**src/rtl/flipflop_bank.sv**
```systemverilog
// Bank of WIDTH run-time configurable SR/JK/D/T flip-flops with sticky
// forbidden-input flags and a saturating count of cycles in which Q changed.
module flipflop_bank #(
    parameter int               WIDTH     = 8,
    parameter logic [WIDTH-1:0] INIT      = '0,
    parameter int               SR_POLICY = 0,
    parameter int               CNT_W     = 8
) (
    input  logic             i_clk,
    input  logic             i_reset,
    input  logic [1:0]       i_mode,
    input  logic             i_en,
    input  logic [WIDTH-1:0] i_a,
    input  logic [WIDTH-1:0] i_b,
    input  logic             i_clr_err,
    output logic [WIDTH-1:0] o_q,
    output logic [WIDTH-1:0] o_qn,
    output logic [WIDTH-1:0] o_err,
    output logic [CNT_W-1:0] o_cnt
);

    localparam logic [1:0] MODE_SR = 2'b00;
    localparam logic [1:0] MODE_JK = 2'b01;
    localparam logic [1:0] MODE_D  = 2'b10;
    localparam logic [1:0] MODE_T  = 2'b11;

    logic [WIDTH-1:0] r_q;
    logic [WIDTH-1:0] r_err;
    logic [CNT_W-1:0] r_cnt;
    logic [WIDTH-1:0] w_q_next;
    logic [WIDTH-1:0] w_forbid;

    function automatic logic [CNT_W-1:0] sat_inc(input logic [CNT_W-1:0] c);
        if (&c)
            return c;
        else
            return c + CNT_W'(1);
    endfunction

    function automatic logic sr_resolve(input logic s, input logic r, input logic q);
        logic res;
        case ({s, r})
            2'b10:   res = 1'b1;
            2'b01:   res = 1'b0;
            2'b11:   res = (SR_POLICY == 1) ? 1'b1 : (SR_POLICY == 2) ? 1'b0 : q;
            default: res = q;
        endcase
        return res;
    endfunction

    always_comb begin
        w_q_next = r_q;
        if (i_en) begin
            for (int i = 0; i < WIDTH; i++) begin
                case (i_mode)
                    MODE_SR: w_q_next[i] = sr_resolve(i_a[i], i_b[i], r_q[i]);
                    MODE_JK: begin
                        case ({i_a[i], i_b[i]})
                            2'b10:   w_q_next[i] = 1'b1;
                            2'b01:   w_q_next[i] = 1'b0;
                            2'b11:   w_q_next[i] = ~r_q[i];
                            default: w_q_next[i] = r_q[i];
                        endcase
                    end
                    MODE_D:  w_q_next[i] = i_a[i];
                    MODE_T:  w_q_next[i] = r_q[i] ^ i_a[i];
                    default: w_q_next[i] = r_q[i];
                endcase
            end
        end
    end

    // Forbidden-input detection is independent of SR_POLICY
    assign w_forbid = (i_en && i_mode == MODE_SR) ? (i_a & i_b) : '0;

    // Register stage: Q, Err and Cnt all update on the same edge
    always_ff @(posedge i_clk) begin
        if (i_reset) begin
            r_q   <= INIT;
            r_err <= '0;
            r_cnt <= '0;
        end else begin
            r_q   <= w_q_next;
            r_err <= (i_clr_err ? '0 : r_err) | w_forbid;
            if (w_q_next != r_q)
                r_cnt <= sat_inc(r_cnt);
        end
    end

    assign o_q   = r_q;
    assign o_qn  = ~r_q;
    assign o_err = r_err;
    assign o_cnt = r_cnt;

endmodule

```
**config.mk**
```make
export PLATFORM = sky130hd
export DESIGN_NAME = flipflop_bank
export DESIGN_NICKNAME = d
export VERILOG_FILES = /design/src/rtl/flipflop_bank.sv
export SDC_FILE = /design/constraint.sdc
export NUM_CORES = 1
export LEC_CHECK = 0
export BUFFER_PORTS_ARGS = -buffer_cell sky130_fd_sc_hd__buf_2
export CAP_MARGIN = 5
export CORE_ASPECT_RATIO = 0.6
export CORE_MARGIN = 8
export CORE_UTILIZATION = 40
export CTS_CLUSTER_SIZE = 28
export DETAILED_ROUTE_END_ITERATION = 8
export PLACE_DENSITY = 0.69
export SETUP_SLACK_MARGIN = 0.3
export SLEW_MARGIN = 20
export SYNTH_ARGS = -nofsm -noshare
export SYNTH_HDL_FRONTEND = slang
export SYNTH_SLANG_ARGS = --single-unit
```
**constraint.sdc**
```tcl
create_clock -name i_clk -period 6.74 [get_ports i_clk]
set_clock_uncertainty 0.05 [all_clocks]
set_input_delay 0.674 -clock i_clk [delete_from_list [all_inputs] [get_ports i_clk]]
set_output_delay 0.674 -clock i_clk [all_outputs]
set_load 0.005 [all_outputs]
```
# After elaboration in Yosys (flattened, before gate mapping)
# Cells that the tools add are included.
# op_classes
add_sub_neg,1
n_eq_ne,28
mux,27
n_bitwise,20
n_reduce_logical,4
# op_table
cell,n
$eq 2x2->1 const B,18
$pmux 1 s4,8
$mux 8,3
$pmux 1 s3,8
$eq 2x1->1 const B,9
$pmux 1 s2,8
$not 1->1,9
$add 8x1->8 const B,1
$and 8x8->8,1
$ne 8x8->1,1
$not 8->8,1
$or 8x8->8,1
$reduce_and 8->1,1
$xor 1x1->1,8
$logic_not 2->1,1
$reduce_and 2->1,1
$logic_and 1x1->1,1
# totals
ff_bits,24
in_bits,22
output_inout_bits,32
wordCells,83

# Logic depth before layout (Yosys ltp)
# Gate-level depths: netlist of run 1.
# logic_depth
depth_word,6
ltp_mapped,10
mapped_depth_nobuf,10

# Worst setup path before layout of run 1
# OpenSTA, ideal clock, no wires.
# synth_path
kind,input -> register
from,input port i_b[0]
to,"register r_cnt[7], in the netlist o_cnt[7]"
setup_time_ns,0.070
arrival_time_ns,2.722
required_time_ns,6.620
slack_ns,3.897
path_stages,10
n_path_buf,0
cell_sequence,inv_1 ha_1 or4b_1 a21oi_1 a211oi_1 and3_4 a31oi_4 o22ai_4 or4_1 a21oi_1
# synth_via
elab_chain_len,6
word_cells_on_any_way,9
classes_between,4 x eq/ne; 4 x mux; 1 x reduce/logical
# synth_rtl
element,line_no,source
from (decl),14,"input logic [WIDTH-1:0] i_b,"
$eq 2x2->1 (tied with other cells),58,"case ({i_a[i], i_b[i]})"
$pmux 1 s3 or $pmux 1 s2 (tied branches),"58, 42",
$pmux 1 s4 (*),55,case (i_mode)
$mux 8 (*),53,if (i_en) begin
$ne 8x8->1 (*),85,if (w_q_next != r_q)
$reduce_and 2->1 (no source line) (*),n/a,
to (signal assigned),86,r_cnt <= sat_inc(r_cnt);
to (decl),29,logic [CNT_W-1:0] r_cnt;
# Every way passes the cells marked *; elsewhere a longest branch is shown, timed or not.
# A chain may end at the register's enable or synchronous reset.

# Worst setup path after layout of run 1
# layout_path
from,input port i_en
to,"register r_cnt[5], in the netlist o_cnt[5]"
# layout_via
elab_chain_len,3
# layout_rtl
element,line_no,source
from (decl),12,"input logic i_en,"
$mux 8,53,
$ne 8x8->1,85,
$reduce_and 2->1 (no source line),n/a,
# No other way between the ends.

==> results.md, run 1 <==
* Outcome: complete, no violations
* FP Rows at 19
* Max_slew headroom at 36.62%
* Post-route minimum period at 3237 ps
* Worst VDD drop at slightly below 0.09 mV
* Die W at about 100 µm
* Initial core utilization at 41.09%
* 1st-pass router iterations at 5
* Vias per cell at 5.353
* PwrDens at 174.6 nW/µm²
* Share of post-route cells with drive strength above 1 at between 20% and 30%
* Netlist cell types at between 40 and 50
* Fmax at approximately 310 MHz
* Post-route DRC at 0
* Die ar. at 7177 µm²
* First-pass GRT wire length at 8.659 mm
* Worst-Skew Late Latency at 270 ps
* H-tree levels at 1
* Fillers at 457
* Final worst slack at 3503 ps
* Hold Fails Final Rpt at 0
* Fin nets at 323
* Sequential Power Share at 40.9%
* Synth Register Bits at 24
* Count leader, synth: dfxtp_1
* Post-cts sizing count at 0
* Mapped Nets at 275
* Setup TNS at 0 ps
* Slew Limit Fails at 0
* Total gr overflow at 0
* Pin count of the biggest net entering global routing at 26
* I/O pin total at 54
* Pre-CTS WS at 3197 ps
* GP Congestion at 0.9127
* Crit Path Max Fanout at 19
* CTS clk-pin slew, worst paths at around 90 ps
* Synth-to-layout area growth at 19.72%
* Sw Share at 29.73%
* Worst Path Arrival at around 3400 ps
* RSZ-0062 raised after global routing: no
* Die height at 68.90 µm
* CTS Root Cell: clkbuf_8
* # hold bufs at CTS at 0
* Largest cells by area after synthesis: dfxtp_1 (26%), ha_1 (11%), a21oi_1 (5.9%), inv_1 (4.2%), nor2_1 (4.2%)
* Area leader, netlist: dfxtp_1
* Multi-input logic area at 1251 µm²
* Max Cap Viol at 0
* Via count at approximately 1900
* Post-Route WL at approximately 5.3 mm
* Routed len/inst at approximately 15 µm
* Register area share after synthesis at between 20% and 30%
* Core area at roughly 4500 µm²
* Worst-Margin Slew at 948.6 ps
* Hold WC Path Type: register to register
* CTS tree: built
* Vias in the first global route at roughly 1700
* Clock share of power at 32.6%
* Syn avg cell area at 7.905 µm²
* Initial antenna violation count at 0
* EDFF count, synth at 0
* Pint at roughly 270 µW
* Top-area cell type share of the netlist area at roughly 26%
* Critical Path Sink Type: register
* Post-CTS setup buffer count at 0
* CTS Buf Count at 3
* Final setup fails at 0
* Gate power share at 26.5%
* DRT antenna net count at 0
* Post-Synthesis Cell Area at approximately 1900 µm²
* Sink Count at 24
* Final Total Pwr at 390.0 µW
* Leakage power at ~1.0 nW
* Synth warn at 0
* N_diodes at 0
* DR iter-0 viols at 179
* Clock Tree Buf Depth at 2
* Crit Path Class: primary input to register
* Crit share post-route at 48.03%
* Top post-synthesis cells by count: dfxtp_1 (24), a21oi_1 (22), inv_1 (21), nor2_1 (21), ha_1 (17)
* Fraction of registers with async set/reset at 0%
* Net Sw Power at 116.0 µW
* Syn Inst Count at 236
* Final Util at 49.19%
* Dpl hpwl at ~4.1 mm
* Total track usage at 14.94%
* Cell area after placement at 2162 µm²
* Finished Cell Area at 2233 µm²
* I/O Buffers at 53
* Ys flop type: dfxtp_1
* Worst setup SP type: primary input
* Critical path required time at 6890 ps
* Register area at 480.5 µm²
cell families (layout without fill, tap and decap cells):
| kind of cell | after synthesis | in the layout | synth area share, % |
|---|---|---|---|
| XOR/XNOR | 1 | 1 | 0.4696 |
| multiplexers | 11 | 11 | 6.237 |
| adder cells (fa/ha/maj) | 17 | 17 | 11.40 |
| AO/OA/AOI/OAI | 67 | 67 | 24.55 |
| flip-flops | 24 | 24 | 25.75 |
| buffers and inverters | 32 | 79 | 7.176 |
| AND/OR/NAND/NOR | 84 | 84 | 24.41 |
final timing paths:
kind | slack (ps) | end | startpoint | cells past startpoint
min reg2reg | 450 | o_cnt[5] | o_cnt[5] | 2
max reg2reg | 4390 | o_cnt[4] | o_q[5] | 8
max | 3500 | o_cnt[5] | i_en | 10
min | 450 | o_cnt[5] | o_cnt[5] | 2
metal layers:
layer	up-vias	routed length (µm)	GRT usage, %	share of wire [%]
met5	-	0	0	0
met4	0	24	2.862	0.45
met3	4	567	4.917	11
met2	83	2063	20.11	39
met1	814	2667	22.18	50
li1	951	-	-	-
layout by cell type, fill, tap and decap left out, types with 2 or more instances in the layout:
| cell type | netlist | final |
|---|---|---|
| nand2_1 | 15 | 15 |
| nor2b_1 | 11 | 11 |
| nand3b_1 | 6 | 6 |
| a31oi_1 | 3 | 3 |
| dfxtp_1 | 24 | 24 |
| nor2_1 | 21 | 21 |
| or3_1 | 2 | 2 |
| a211oi_1 | 2 | 2 |
| and3_1 | 7 | 7 |
| nand4_1 | 2 | 2 |
| clkbuf_8 | 0 | 3 |
| a32oi_1 | 6 | 6 |
| buf_2 | 2 | 53 |
| nand3_1 | 6 | 6 |
| ha_1 | 17 | 17 |
| o21ai_0 | 15 | 15 |
| o31ai_1 | 2 | 2 |
| or4_1 | 2 | 2 |
| a21oi_1 | 22 | 22 |
| mux2_2 | 5 | 5 |
| and4b_1 | 2 | 2 |
| mux2i_1 | 6 | 6 |
| inv_1 | 21 | 21 |
| nor3_1 | 3 | 3 |
| a22oi_1 | 4 | 4 |
worst max-delay path: stages:
cell      delay [ps]
buf_2            280
nor3b_1          820
buf_4            300
nand3b_1         110
o32ai_1          170
nor3_1           110
nand3_1          170
o22ai_4          130
or4_1            480
a21oi_1          150
power by group through the flow:
stage | sequential (mW) | combinational, mW | clock [mW]
floorplan | 0.162 | 0.0656 | 0
global placement | 0.163 | 0.102 | 0
detailed placement | 0.163 | 0.103 | 0
CTS | 0.160 | 0.103 | 0.133
global route | 0.161 | 0.117 | 0.137
finish | 0.160 | 0.103 | 0.127
per-stage QoR:
| step | cells | hold slack [ps] |
|---|---|---|
| after floorplan | 236 | 426.5 |
| after global placement | 342 | 426.9 |
| after detailed placement | 342 | 439.5 |
| after CTS | 346 | 453.0 |
| after global routing | 346 | 489.2 |
| final | 346 | 449.3 |
flip-flops by register name (all words and copies together), names as in the netlist:
| signal | flops |
|---|---|
| o_cnt | 8 |
| o_err | 8 |
| o_q | 8 |
cell type report:
type	instances	share of cell area, %
timing repair buffer	54	12.21
clock buffer	3	1.849
clock inverter	1	1.345
sequential	24	21.51
tap	63	3.529
multi-input combinational	180	56.02
inverter	21	3.529
Power figures use the tool's default switching activity.
==> inputs of run 2 (changes only) <==
Settings changed: ABC_AREA set to 1, PLACE_DENSITY 0.69 to 0.71.
Clock period 6.74 ns to 2.64 ns, I/O delays scaled along.
==> run 2 against run 1 <==
Against the previous run:
- non-clock buffer count decreased by 1
- die area increased by 6.3%
- total power increased to 2.5 times the previous value
- register-to-register slack got worse by 3600 ps
- critical path type unchanged
==> results.md, run 2 <==
* N_diodes at 0 (unchanged)
* Die W at 107.5 µm (+3.2%)
* Crit Path Max Fanout at 18 (-1)
* Crit share post-route at 72.57%
* Pint at 681.6 µW (+150%)
* I/O pin total at 54 (unchanged)
* Worst-Skew Late Latency at 280 ps (about the same)
* Post-route minimum period at 1916 ps
* Synth Register Bits at 24 (unchanged)
* Share of post-route cells with drive strength above 1 at 25.35% (+0.97 points)
* Worst setup SP type: primary input
* Crit-path cells: buf_2, inv_6, nand2_4, nor2_8, inv_2, nor2_1, nand2_1, nand4_1, nand2_1, inv_1, nand2_1, nor2_2, nand2_4, nand2_8, nand2_2, a21oi_2
* Post-cts sizing count at 0 (unchanged)
* CTS Root Cell: clkbuf_8
* Crit path to: o_cnt[7]
* Initial antenna violation count at 0 (unchanged)
* FP Rows at 20 (+1)
* First-pass GRT wire length at 8.714 mm (+0.64%)
* Final setup fails at 0 (unchanged)
* Slew Limit Fails at 0 (unchanged)
* Die ar. at 7626 µm² (+6.3%)
* CP max stage cell: buf_2
* Top post-synthesis cells by count: nand2_1 (100), inv_1 (41), nand3_1 (34)
* CTS clk-pin slew, worst paths at 100 ps (about the same)
* CP startpoint: i_mode[0]
* 1st-pass router iterations at 4 (-1)
* Syn avg cell area at 6.571 µm² (-17%)
* Post-Synthesis Cell Area at 2011 µm² (+7.8%)
* Top cell by count, worst path: nand2_1
* DRT antenna net count at 0 (unchanged)
* Synth warn at 0 (unchanged)
* Routed len/inst at 12.62 µm (-18%)
* Crit Path Class: primary input to register
* Die height at 70.92 µm (+2.9%)
* EDFF count, synth at 0 (unchanged)
* Dpl hpwl at 4.245 mm (+3.5%)
* Post-Route WL at 5.311 mm (-0.23%)
* Clock share of power at 33.0% (+0.4 points)
* Net Sw Power at 312.6 µW (+170%)
* Syn Inst Count at 306 (+30%)
* Final Total Pwr at 994.2 µW (+150%)
* Clock Tree Buf Depth at 2 (unchanged)
* Total gr overflow at 0 (unchanged)
* PwrDens at 421.8 nW/µm² (+140%)
* Top-area cell type share of the netlist area at 23.90% (-1.9 points)
* Max Cap Viol at 0 (unchanged)
* Count leader, synth: nand2_1
* Netlist cell types at 33 (-33%)
* Core area at 4955 µm² (+9.1%)
* Post-route DRC at 0 (unchanged)
* CTS tree: built
* Total track usage at 13.96% (-0.97 points)
* Vias in the first global route at 1901 (+12%)
* Outcome: complete, no violations
* Sink Count at 24 (unchanged)
* Critical path required time at 2810 ps (-4080 ps)
* Worst VDD drop at 0.2307 mV (+160%)
* I/O Buffers at 53 (unchanged)
* Crit-path max cell delay at 230 ps (-590 ps)
* Setup TNS at 0 ps (unchanged)
* Commonest cells after routing, fill and taps aside: nand2_1 (100), buf_2 (53), inv_1 (41)
* Sequential Power Share at 40.5% (-0.4 points)
* Post-CTS setup buffer count at 0 (unchanged)
* Fraction of registers with async set/reset at 0% (unchanged)
* Synth-to-layout area growth at 17.24%
* RSZ-0062 raised after global routing: no
* Worst Path Arrival at 2080 ps (-1310 ps)
* CTS Buf Count at 3 (unchanged)
* Register area share after synthesis at 23.90% (-1.9 points)
* Mapped Nets at 345 (+25%)
* FF-to-FF path depth at 15 (+7)
* Ys flop type: dfxtp_1
* Internal reg-to-reg setup slack at 820 ps (-3570 ps)
* Finished Cell Area at 2357 µm² (+5.5%)
* Pin count of the biggest net entering global routing at 19 (-27%)
* GP Congestion at 0.9105 (-0.24%)
* Most common cell after layout, fill and taps aside: nand2_1
* Hold Fails Final Rpt at 0 (unchanged)
* # hold bufs at CTS at 0 (unchanged)
* Vias per cell at 4.798 (-10%)
* Area leader, netlist: dfxtp_1
* Worst-Margin Slew at 466.9 ps (-481.7 ps)
* RR Endpoint: o_cnt[7]
* Leakage power at 1.302 nW (+27%)
* Worst r2r src: o_q[0]
* Largest cells by area after synthesis: dfxtp_1 (24%), nand2_1 (19%), ha_1 (11%), nand3_1 (8.5%), inv_1 (7.7%)
* H-tree levels at 1 (unchanged)
* Initial core utilization at 40.58% (-0.50 points)
* Fmax at 522.0 MHz
* Critical Path Sink Type: register
* Sw Share at 31.44% (+1.7 points)
* Hold WC Path Type: primary input to register
* Fin nets at 395 (+22%)
* Gate power share at 26.5% (about the same)
* Max_slew headroom at 68.78% (+32 points)
* Cell area after placement at 2286 µm² (+5.7%)
* DR iter-0 viols at 106 (-41%)
* Via count at 2020 (+9.1%)
==> run 2: cell count changes after synthesis, sizes merged, moves of 4 or more <==
cell	previous run	this run
clkbuf	6	1
mux2	5	0
a32oi	6	0
mux2i	6	0
nand3b	6	1
a22oi	4	0
a31oi	4	0
and3	8	0
o21ai	15	8
nand3	6	39
inv	21	45
nor2b	11	0
nand2	15	111
==> run 2: per-stage QoR <==
| stage | utilization (%) | std cells | worst slack [ps] | hold slack, ps |
|---|---|---|---|---|
| global placement | 46.14 | 417 | 515.7 | 403.7 |
| detailed placement | 46.14 | 417 | 456.8 | 404.5 |
| global route | 47.58 | 421 | 567.3 | 331.9 |
| finish | 47.58 | 421 | 724.2 | 328.6 |
| CTS | 47.58 | 421 | 746.5 | 324.0 |
| floorplan | - | 306 | 973.1 | 411.8 |
==> run 2: layer usage <==
| layer | track usage (%) | up-vias | part of all wire (%) |
|---|---|---|---|
| met5 | 0 | - | 0 |
| met4 | 3.976 | 0 | 1.4 |
| met3 | 4.261 | 9 | 7.4 |
| met2 | 21.42 | 55 | 43 |
| met1 | 18.32 | 897 | 49 |
| li1 | - | 1059 | - |
==> run 2: cell families after synthesis <==
logic type	after synthesis	share of synthesized area, %
AND/OR/NAND/NOR	176	41.82
buffers and inverters	55	12.88
AO/OA/AOI/OAI	29	8.650
flip-flops	24	23.90
adder cells (fa/ha/maj)	17	10.58
XOR/XNOR	5	2.178
==> run 2: worst min-delay path by stage <==
stage          startpoint        to  depth (start not counted)
6_report          i_reset    o_q[0]                          2
5_1_grt           i_reset    o_q[0]                          2
4_1_cts         i_clr_err  o_err[6]                          4
3_5_place_dp     o_err[3]  o_err[3]                          2
3_3_place_gp     o_err[0]  o_err[0]                          2
2_1_floorplan    o_err[0]  o_err[0]                          2
==> run 2: critical path: cells and delay by family <==
family	cells	cell delay [ps]
and+or+nand+nor	11	1200
buffers and inverters	4	470
AOI/OAI and AO/OA	1	120
==> run 2: cell type report <==
type | count | area, µm²
inverter | 47 | 186.4
timing repair buffer | 53 | 265.3
clock inverter | 1 | 30.03
clock buffer | 3 | 41.29
sequential | 24 | 480.5
fill | 527 | 2597
multi-input combinational | 227 | 1271
tap | 66 | 82.58
==> run 2: power by group through the flow <==
stage / registers (mW) / logic (mW) / clock network, mW
global placement: 0.411 / 0.261 / 0
finish: 0.403 / 0.263 / 0.328
detailed placement: 0.411 / 0.263 / 0
floorplan: 0.409 / 0.185 / 0
global route: 0.406 / 0.298 / 0.354
CTS: 0.403 / 0.265 / 0.338
